### src/rtl/byte_word_packer.sv
// byte_word_packer: packs BYTES serial bytes into a word, buffered in a 2-entry FIFO.
// Optional idle-timeout discard of partial words when PACKER_TIMEOUT_EN is defined.
module byte_word_packer #(
  parameter int BYTES = 4,
  parameter int TIMEOUT_CYCLES = 1024
) (
  input  logic               src_clk,
  input  logic               async_reset_n,
  input  logic [7:0]         in_byte,
  input  logic               in_valid,
  output logic               in_ready,
  output logic [8*BYTES-1:0] out_data,
  output logic               out_valid,
  input  logic               out_ready,
  output logic [7:0]         drop_count,
  output logic               busy
);
  localparam int W = 8 * BYTES;
  localparam int CW = $clog2(BYTES);
  logic [W-9:0] acc;
  logic [W-1:0] mem [2];
  logic [W-1:0] word;
  logic [CW-1:0] cnt;
  logic [1:0] fcnt;
  logic wp, rp, last, beat, push, pop, drop;
  assign last = cnt == CW'(BYTES - 1);
  assign in_ready = !(last && fcnt == 2'd2);
  assign beat = in_valid && in_ready;
  assign push = beat && last;
  assign pop = out_valid && out_ready;
  assign word = {acc, in_byte};
  assign out_valid = fcnt != 2'd0;
  assign out_data = mem[rp];
  assign busy = (cnt != '0) || (fcnt != 2'd0);
`ifdef PACKER_TIMEOUT_EN
  localparam int IW = $clog2(TIMEOUT_CYCLES);
  logic [IW-1:0] idle;
  logic [7:0] drops;
  assign drop = !beat && cnt != '0 && idle == IW'(TIMEOUT_CYCLES - 1);
  assign drop_count = drops;
  always_ff @(posedge src_clk or negedge async_reset_n)
    if (!async_reset_n) begin
      idle <= '0;
      drops <= '0;
    end else begin
      idle <= (beat || cnt == '0 || drop) ? '0 : idle + 1'b1;
      drops <= drops + 8'(drop && drops != 8'hFF);
    end
`else
  assign drop = 1'b0;
  assign drop_count = '0;
`endif
  always_ff @(posedge src_clk or negedge async_reset_n)
    if (!async_reset_n) begin
      acc <= '0;
      cnt <= '0;
      fcnt <= '0;
      wp <= 1'b0;
      rp <= 1'b0;
      mem[0] <= '0;
      mem[1] <= '0;
    end else begin
      cnt <= drop ? '0 : beat ? (last ? '0 : cnt + 1'b1) : cnt;
      if (beat) acc <= word[W-9:0];
      if (push) begin
        mem[wp] <= word;
        wp <= ~wp;
      end
      if (pop) rp <= ~rp;
      fcnt <= fcnt + 2'(push) - 2'(pop);
    end
endmodule

### config.mk
export PLATFORM = sky130hd
export DESIGN_NAME = byte_word_packer
export DESIGN_NICKNAME = d
export VERILOG_FILES = /design/src/rtl/byte_word_packer.sv
export SDC_FILE = /design/constraint.sdc
export NUM_CORES = 1
export LEC_CHECK = 0
export ABC_CLOCK_PERIOD_IN_PS = 2200
export CORE_UTILIZATION = 55
export DETAILED_ROUTE_END_ITERATION = 6
export HOLD_SLACK_MARGIN = 0.15
export PLACE_DENSITY_LB_ADDON = 0.25
export RECOVER_POWER = 50
export SKIP_LAST_GASP = 1
export SLEW_MARGIN = 25
export SYNTH_ARGS = -nofsm -noshare
export SYNTH_HDL_FRONTEND = slang
export SYNTH_SLANG_ARGS = --single-unit
### constraint.sdc
create_clock -name src_clk -period 2.2 [get_ports src_clk]
set_input_delay 0.55 -clock src_clk [delete_from_list [all_inputs] [get_ports src_clk]]
set_output_delay 0.55 -clock src_clk [all_outputs]
set_load 0.01 [all_outputs]
==> results_dict.tcl <==
set metrics [dict create \
    fin_skew_ps 11.8 \
    routed_wl_um 6710 \
    die-width_um 88.1 \
    worst_path_max_delay_cell "dfrtp_2" \
    fin_crit_sh_pct 101 \
    top_usage_layer "met2" \
    use_met2_pct 30.2 \
    drt_iter0_markers 58 \
    path_clk_slew_ps 80 \
    finalHoldViolCount 0 \
    clock-sinks 94 \
    drv_slew 0 \
    vias_per_cell 5.07 \
    drc 0 \
    crit_family "buffers and inverters" \
    clock_latency_ps 360 \
    drv_cap 0 \
    io-pin-count 55 \
    nNetsFinal 339 \
    num_vias 2164 \
    initial_core_util_pct 56.5 \
    gp_congestion 0.745 \
    wire_per_inst_um 15.7 \
    synth.most_common_cell "mux2_2" \
    drive_above_1_share_pct 48.2 \
    cp_max_fo 15 \
    yosys.area.top_type "dfrtp_1" \
    syn_inst 261 \
    cp-end-kind "output pin" \
    hpwlAfterDp_um 4370 \
    io_buffers 46 \
    p_leak_nw 2.39 \
    clockRootBuffer "clkbuf_8" \
    max_stage_delay_ps 420 \
    core_um2 7210 \
    grt_util_met3_pct 5.18 \
    antenna_found_initial 0 \
    yosys-top-cells-area "dfrtp_1 58%, mux2_2 31%, mux2_4 2.9%, buf_4 1.8%, ha_1 1.2%" \
    dieArea_um2 7760 \
    path_buf_inv 3 \
    die_h_um 88.1 \
    hp-class "register to register" \
    clockBufferDepth 2 \
    diodes 0 \
    yosysWarnings 0 \
    yosys-top-cells-count "113 x mux2_2, 94 x dfrtp_1, 10 x buf_4" \
    path_cells "buf_12, buf_4, mux2_2, dlygate4sd2_1" \
    synth_flop_cell "dfrtp_1" \
    ys_seq_area_share_pct 57.7 \
    synth_cell_types 24 \
    critPathLaunchType "register" \
    violations "negative setup slack" \
    holdWs_ps 506 \
    max_freq_ghz 0.450 \
    syn2layout_area_growth_pct 22.7 \
    ys_ff_latch 94 \
    grt_pass1_vias 2207 \
    fin_crit_ps 2220 \
    grtUsageTotal_pct 19.4 \
    ir_drop_uv 736 \
    postSynthAreaPerCell_um2 15.6 \
    placementRows 31 \
    grt_pass1_wl_um 11000 \
    worstSetupPathType "register to output pin" \
    synthArstFlopShare_pct 100 \
    cp_data_arrival_time_ps 1670 \
    htreeDepth 3 \
    cts_tree "built" \
    drtPass1Iterations 4 \
    status "finished with violations" \
    setup_violations 2 \
    cp.required_ps 1650 \
    ant_nets 0 \
    grt_start_max_net_pins 57 \
    setup_ws_ps -20.8 \
    met1_usage_pct 26.3 \
    max_slew_margin_pct 39.7 \
    synth_top_area_share_pct 57.7 \
    rsz0062_at_grt "true" \
    synth_area_um2 4080 \
    synth_edf_count 0 \
    worst_pin_slew_ps 905 \
    powerDensity_nw_per_um2 1500 \
    numCtsBuffers 9 \
    grt_overflow 0 \
    totalPowerFinal_mw 7.53 \
]
layout by cell type, fill, tap and decap left out, types with 2 or more instances in the layout:
cell               n
clkbuf_2           3
conb_1             8
mux2_4             8
clkdlybuf4s15_1    2
nand2_1            2
dlygate4sd2_1     12
bufinv_16          2
dlymetal6s2s_1    19
xnor2_1            3
buf_4              8
clkbuf_1           2
buf_12             7
inv_1              5
clkbuf_8          10
mux2_2           113
clkdlybuf4s50_1   11
dfrtp_1           93
ha_1               4
layer usage:
| layer | share of wire, % | wire (um) |
|---|---|---|
| met4 | 1.5 | 99 |
| met2 | 48 | 3190 |
| met1 | 48 | 3200 |
| met3 | 3.2 | 217 |
| met5 | 0 | 0 |
area by class of cell:
type | count | area (um2)
clock buffer | 11 | 141
tap | 99 | 124
inverter | 5 | 18.8
timing repair buffer | 65 | 709
multi-input combinational | 148 | 1580
fill | 516 | 2210
sequential | 94 | 2350
clock inverter | 5 | 81.3
flip-flops by register name, indices dropped and copies added (netlist names):
register	cells
acc	24
rp	1
cnt	2
wp	1
mem	64
fcnt	2
kinds of logic (layout without fill, tap and decap cells):
logic type | count (synthesis) | in the layout | synth area share [%]
xor gates and xnor gates | 4 | 4 | 0.859
AOI/OAI and AO/OA | 2 | 2 | 0.276
muxes | 121 | 121 | 34.1
and+or+nand+nor | 9 | 9 | 1.41
buffers and inverters | 26 | 86 | 4.32
DFF | 94 | 94 | 57.7
adders and majority gates | 4 | 4 | 1.23
other | 1 | 8 | 0.0919
stage by stage:
| step | std cells | worst slack, ps | setup TNS [ps] | util, % | cell area, um2 |
|---|---|---|---|---|---|
| after global routing | 427 | -79.2 | -347 | 69.4 | 5000 |
| after CTS | 420 | -164 | -2760 | 68.3 | 4930 |
| after global placement | 402 | 124 | 0 | 65.2 | 4710 |
| after floorplan | 268 | 546 | 0 | - | 4110 |
| final | 427 | -20.8 | -28.6 | 69.4 | 5000 |
| after detailed placement | 402 | 99.4 | 0 | 65.2 | 4710 |
final timing paths:
| kind | slack [ps] | cells after the start | startpoint | endpoint |
|---|---|---|---|---|
| min reg2reg | 510 | 1 | mem[27] | mem[27] |
| min | 510 | 1 | mem[27] | mem[27] |
| max reg2reg | 180 | 4 | cnt[0] | mem[19] |
| max in group asynchronous | 450 | 3 | async_reset_n | rp |
| max | -20 | 4 | rp | out_data[22] |
| min in group asynchronous | 610 | 2 | async_reset_n | mem[53] |
worst reg2reg max path, stage by stage (launching register included):
cell and delay (ps):
dfrtp_1 430, ha_1 260, nand4_1 80, clkbuf_2 700
mux2_2 420
repair_timing:
action	4_1_cts	5_1_grt
endpoints found under the setup margin	33	22
buffers inserted	1	7
cloned	0	0
hold endpoints to repair	6	0
hold buffers	1	0
gates resized for setup	16	23
where the power goes:
part	total, mW	switching, mW	internal (mW)
Sequential	3.04	0.485	2.56
Combinational	3.23	1.16	2.07
Clock	1.26	0.586	0.674
Power figures use the tool's default switching activity.
